File: src/rtl/vdp_wb_arbiter.sv
// Two-master Wishbone arbiter: mgmt (master 0) and LA debug (master 1) share one slave.
// Round-robin grant held for the whole cyc; a watchdog aborts slave cycles that never ack.
module vdp_wb_arbiter #(
    parameter int unsigned TIMEOUT = 64
) (
    input  logic        wb_clk_i,
    input  logic        wb_rst_i,
    // master 0 (mgmt)
    input  logic        wbs_cyc_i,
    input  logic        wbs_stb_i,
    input  logic        wbs_we_i,
    input  logic [3:0]  wbs_sel_i,
    input  logic [31:0] wbs_adr_i,
    input  logic [31:0] wbs_dat_i,
    output logic        wbs_ack_o,
    output logic [31:0] wbs_dat_o,
    // master 1 (LA debug)
    input  logic        la_cyc_i,
    input  logic        la_stb_i,
    input  logic        la_we_i,
    input  logic [3:0]  la_sel_i,
    input  logic [31:0] la_adr_i,
    input  logic [31:0] la_dat_i,
    output logic        la_ack_o,
    output logic [31:0] la_dat_o,
    // slave
    output logic        s_cyc_o,
    output logic        s_stb_o,
    output logic        s_we_o,
    output logic [3:0]  s_sel_o,
    output logic [31:0] s_adr_o,
    output logic [31:0] s_dat_o,
    input  logic        s_ack_i,
    input  logic [31:0] s_dat_i,
    // status
    output logic [1:0]  grant_o,
    output logic [7:0]  timeout_count_o
);

    typedef enum logic [1:0] {IDLE, OWN0, OWN1, ABORT} state_t;

    localparam logic [7:0]  WD_LIM    = 8'(TIMEOUT - 1);
    localparam logic [31:0] ABORT_DAT = 32'hDEAD_DEAD;

    state_t      state_q;
    logic        last_q;
    logic [7:0]  wd_q, wd_d;
    logic [7:0]  tcnt_q;
    logic        req0, req1, wd_hit;

    assign req0 = wbs_cyc_i & wbs_stb_i;
    assign req1 = la_cyc_i & la_stb_i;

    always_comb begin
        s_cyc_o   = 1'b0;
        s_stb_o   = 1'b0;
        s_we_o    = 1'b0;
        s_sel_o   = 4'h0;
        s_adr_o   = 32'h0;
        s_dat_o   = 32'h0;
        wbs_ack_o = 1'b0;
        wbs_dat_o = 32'h0;
        la_ack_o  = 1'b0;
        la_dat_o  = 32'h0;
        grant_o   = 2'b00;
        case (state_q)
            OWN0: begin
                s_cyc_o   = wbs_cyc_i;
                s_stb_o   = wbs_stb_i;
                s_we_o    = wbs_we_i;
                s_sel_o   = wbs_sel_i;
                s_adr_o   = wbs_adr_i;
                s_dat_o   = wbs_dat_i;
                wbs_ack_o = s_ack_i;
                wbs_dat_o = s_dat_i;
                grant_o   = 2'b01;
            end
            OWN1: begin
                s_cyc_o  = la_cyc_i;
                s_stb_o  = la_stb_i;
                s_we_o   = la_we_i;
                s_sel_o  = la_sel_i;
                s_adr_o  = la_adr_i;
                s_dat_o  = la_dat_i;
                la_ack_o = s_ack_i;
                la_dat_o = s_dat_i;
                grant_o  = 2'b10;
            end
            ABORT: begin
                // last_q still names the owner whose cycle is being cut
                if (last_q) begin
                    la_ack_o = 1'b1;
                    la_dat_o = ABORT_DAT;
                    grant_o  = 2'b10;
                end else begin
                    wbs_ack_o = 1'b1;
                    wbs_dat_o = ABORT_DAT;
                    grant_o   = 2'b01;
                end
            end
            default: ;
        endcase
    end

    assign wd_d   = (!s_stb_o || s_ack_i) ? 8'h00 : wd_q + 8'h01;
    // a real ack in the limit cycle wins over the abort
    assign wd_hit = s_stb_o && !s_ack_i && (wd_q == WD_LIM);

    assign timeout_count_o = tcnt_q;

    always_ff @(posedge wb_clk_i) begin
        if (wb_rst_i) begin
            state_q <= IDLE;
            last_q  <= 1'b1;
            wd_q    <= 8'h00;
            tcnt_q  <= 8'h00;
        end else begin
            wd_q <= wd_d;
            case (state_q)
                IDLE: begin
                    if (req0 && (!req1 || last_q)) begin
                        state_q <= OWN0;
                        last_q  <= 1'b0;
                    end else if (req1) begin
                        state_q <= OWN1;
                        last_q  <= 1'b1;
                    end
                end
                OWN0: begin
                    if (wd_hit)          state_q <= ABORT;
                    else if (!wbs_cyc_i) state_q <= IDLE;
                end
                OWN1: begin
                    if (wd_hit)         state_q <= ABORT;
                    else if (!la_cyc_i) state_q <= IDLE;
                end
                ABORT: begin
                    state_q <= IDLE;
                    if (tcnt_q != 8'hFF) tcnt_q <= tcnt_q + 8'h01;
                end
                default: state_q <= IDLE;
            endcase
        end
    end

endmodule
File: config.mk
export PLATFORM = sky130hd
export DESIGN_NAME = vdp_wb_arbiter
export DESIGN_NICKNAME = d
export VERILOG_FILES = /design/src/rtl/vdp_wb_arbiter.sv
export SDC_FILE = /design/constraint.sdc
export NUM_CORES = 1
export LEC_CHECK = 0
export CORE_AREA = 5 5 123 125
export CTS_CLUSTER_DIAMETER = 200
export DETAILED_ROUTE_END_ITERATION = 12
export DIE_AREA = 0 0 128 130
export PLACE_DENSITY = 0.75
export SYNTH_ARGS = -nofsm -noshare
export SYNTH_HDL_FRONTEND = slang
export SYNTH_SLANG_ARGS = --single-unit
File: constraint.sdc
create_clock -name wb_clk_i -period 1.8 [get_ports wb_clk_i]
set_clock_uncertainty 0.05 [all_clocks]
set_input_delay 0.36 -clock wb_clk_i [delete_from_list [all_inputs] [get_ports wb_clk_i]]
set_output_delay 0.36 -clock wb_clk_i [all_outputs]
set_load 0.02 [all_outputs]
==> run_results.csv <==
group,metric,value,unit
sta,finalWorstSetupSlack,-339,ps
global_routing,grt_pass1_vias,4521,
die,die_y,130,µm
placement,placed_cell_area,6510,µm²
global_routing,antenna_found_initial,1,
setup_path,worstSetupPathType,"reg2out",
logic_synthesis,ys_warn_count,0,
finish,final_util,61.9,%
die,core,13800,µm²
global_routing,track_usage,19.9,%
placement,pre_cts_slack,-476,ps
die,die_area,16600,µm²
clock_network,clock_latency,250,ps
pwr,p_per_area,1490,nW/µm²
clock_network,clkSlewWorstSetupHoldPaths,60,ps
global_routing,grt_pass1_wl,26100,µm
setup_path,crit_path_end_kind,"output pin",
logic_synthesis,async_reset_ff_share,0,%
logic_synthesis,synth_nets,585,
die,ios,324,
sta,fmax,0.468,GHz
global_routing,globalRoute.totalOverflow,0,
sta,period_share,119,%
sta,relSlewSlack,78.7,%
setup_path,ff2ff_path_depth,7,
pwr,ir_worst_vdd,0.799,mV
logic_synthesis,synth.area.top_cells,"a22oi_1 20%, nor2b_1 17%, nand2_1 15%",
global_routing,grt_max_degree,35,
clock_network,cts_sinks,19,
setup_path,crit_required,1390,ps
sta,finalSetupViolations,140,
sta,fin_crit,2140,ps
finish,fin_area,8530,µm²
logic_synthesis,postSynthAreaPerCell,6.44,µm²
outcome,violations,"setup timing",
setup_path,crit_arrival,1730,ps
logic_synthesis,yosys_register_bits,19,
sta,drv_slew,0,
clock_network,clk_path_buf_depth,2,
detailed_routing,drt_iter0_drc,158,
hold_path,min_from,"wd_q[0]",
clock_network,clockRootBuffer,"clkbuf_16",
detailed_routing,wire_per_inst,21.3,µm
hold_path,holdPathEnd,"wd_q[0]",
setup_path,rrSetupSlack,-130,ps
hold_path,hold_class,"reg2reg",
sta,rsz0062_at_grt,"yes",
detailed_routing,drt_wl_total,20600,µm
die,num_rows,43,
logic_synthesis,synth_edf_count,0,
logic_synthesis,synth-seq-area-share,14.7,%
pwr,p_leak,3.61,nW
finish,area_growth,230,%
finish,final_nets,974,
clock_network,cts_tree,"built",
placement,gp_congestion,0.870,
placement,io_buffers,323,
die,die_x,128,µm
detailed_routing,final_antenna_net_count,0,
logic_synthesis,synthDominantCellAreaShare,20.3,%
outcome,status,"finished, violations left",
die,initial_core_util,18.8,%
detailed_routing,vias_per_cell,4.78,
logic_synthesis,netlist-cell-type-count,35,
finish,layout-drive-gt1-share,62.4,%
clock_network,numCtsBuffers,3,
placement,dp.cells,900,
logic_synthesis,syn_area,2580,µm²
setup_path,start_kind,"register",
logic_synthesis,synth_ff_type,"dfxtp_1",
detailed_routing,first_pass_iters,4,
clock_network,cts.htree.levels,1,
logic_synthesis,synthTopCellsByCount,"102 x nand2_1, 71 x nor2b_1, 70 x a22oi_1",
placement,dp_hpwl,13100,µm
sta,hold_viol,0,
setup_path,worstPathMaxFanout,8,
setup_path,r2r-start,"state_q[0]",
logic_synthesis,synth_top_cell_by_area,"a22oi_1",
logic_synthesis,synth_most_common_cell,"nand2_1",
job,drv_cap,0,
sta,tightest_slew,317,ps
detailed_routing,remaining_drc_errors,0,
detailed_routing,num_vias,4641,
logic_synthesis,synthCells,401,
hold_path,hold_path_depth,1,
setup_path,r2r-end,"state_q[0]",
finish,finalNonFillerCells,970,
-- metal layers --
layer / GRT usage [%] / part of all wire [%] / vias up
met1: 24.2 / 38 / 2238
met5: 0 / 0 / -
met2: 35.5 / 52 / 206
met3: 5.12 / 7.4 / 35
li1: - / - / 2162
met4: 4.31 / 2.7 / 0
-- what timing repair did --
item	in CTS	in global routing
hold buffers	0	0
pin swaps	10	42
buffers inserted	15	25
endpoints found under the setup margin	149	145
gates cloned	10	17
resized for setup	668	311
endpoints found under the hold margin	0	0
-- logic make-up (layout without fill, tap and decap cells) --
family | Yosys count | in the layout | share of synthesized area (%)
buffers and inverters | 43 | 431 | 6.73
AND/OR/NAND/NOR | 228 | 228 | 44.9
adder cells (fa/ha/maj) | 7 | 7 | 3.39
AO/OA/AOI/OAI | 94 | 94 | 26.7
multiplexers | 3 | 3 | 1.16
XOR/XNOR | 7 | 7 | 2.37
flip-flops | 19 | 19 | 14.7
other | 0 | 1 | 0
-- cell usage in the layout (no fill, tap or decap), types with 3 or more instances in the layout --
cell type / n
clkbuf_16: 16
nand2_1: 24
nand3_1: 6
buf_4: 47
ha_4: 3
nor2b_2: 70
buf_6: 127
clkdlybuf4s15_2: 4
dfxtp_1: 17
nand2_2: 59
ha_1: 3
buf_2: 8
buf_16: 7
a22oi_1: 5
o21ai_0: 6
or3_1: 4
and2_4: 20
buf_12: 27
nand2_4: 19
a21oi_1: 6
inv_1: 4
clkdlybuf4s50_1: 183
buf_8: 3
xor2_1: 5
a22oi_2: 66
nor2_1: 11
-- sequential cells by signal (all words and copies together) (netlist names) --
signal / cells
last_q: 1
state_q: 2
timeout_count_o: 8
wd_q: 8
-- worst max-delay path, stage by stage (launching register included) --
cell and delay (ps):
dfxtp_2 340, buf_6 120, ha_4 200, buf_12 140
buf_12 120, buf_12 130, a22oi_2 210, nor2b_2 80
buf_6 130
-- metrics by stage --
stage          power [W]  hold slack [ps]  setup TNS, ps
5_1_grt           0.0133              457         -37320
3_3_place_gp     0.00784              393         -47090
4_1_cts          0.00990              423         -31430
2_1_floorplan    0.00454              380           -868
3_5_place_dp     0.00784              411         -49190
6_report          0.0127              421         -29820
-- how the worst max path moves through the flow --
stage	slack (ps)	to	start	depth (start not counted)
2_1_floorplan	-40	wbs_dat_o[21]	state_q[1]	7
4_1_cts	-340	s_dat_o[22]	state_q[1]	7
3_3_place_gp	-490	s_stb_o	wbs_stb_i	5
5_1_grt	-400	s_dat_o[29]	state_q[0]	8
3_5_place_dp	-480	s_stb_o	wbs_stb_i	5
6_report	-340	s_dat_o[11]	state_q[0]	8
-- final cells by class --
cell class | count | area, µm²
fillers | 1134 | 5250
multi-input cells | 339 | 2960
repair buffers | 421 | 4850
diodes | 1 | 2.50
flip-flops and latches | 19 | 383
well taps | 180 | 225
clock buffers | 4 | 78.8
inverters | 6 | 27.5
-- power breakdown --
group	switching (W)	internal [W]	total (W)
Clock	0.000167	0.000302	0.000469
Combinational	0.00528	0.00651	0.0118
Sequential	0.0000327	0.000458	0.000491
Total	0.00548	0.00727	0.0127
(Power assumes the default switching activity.)
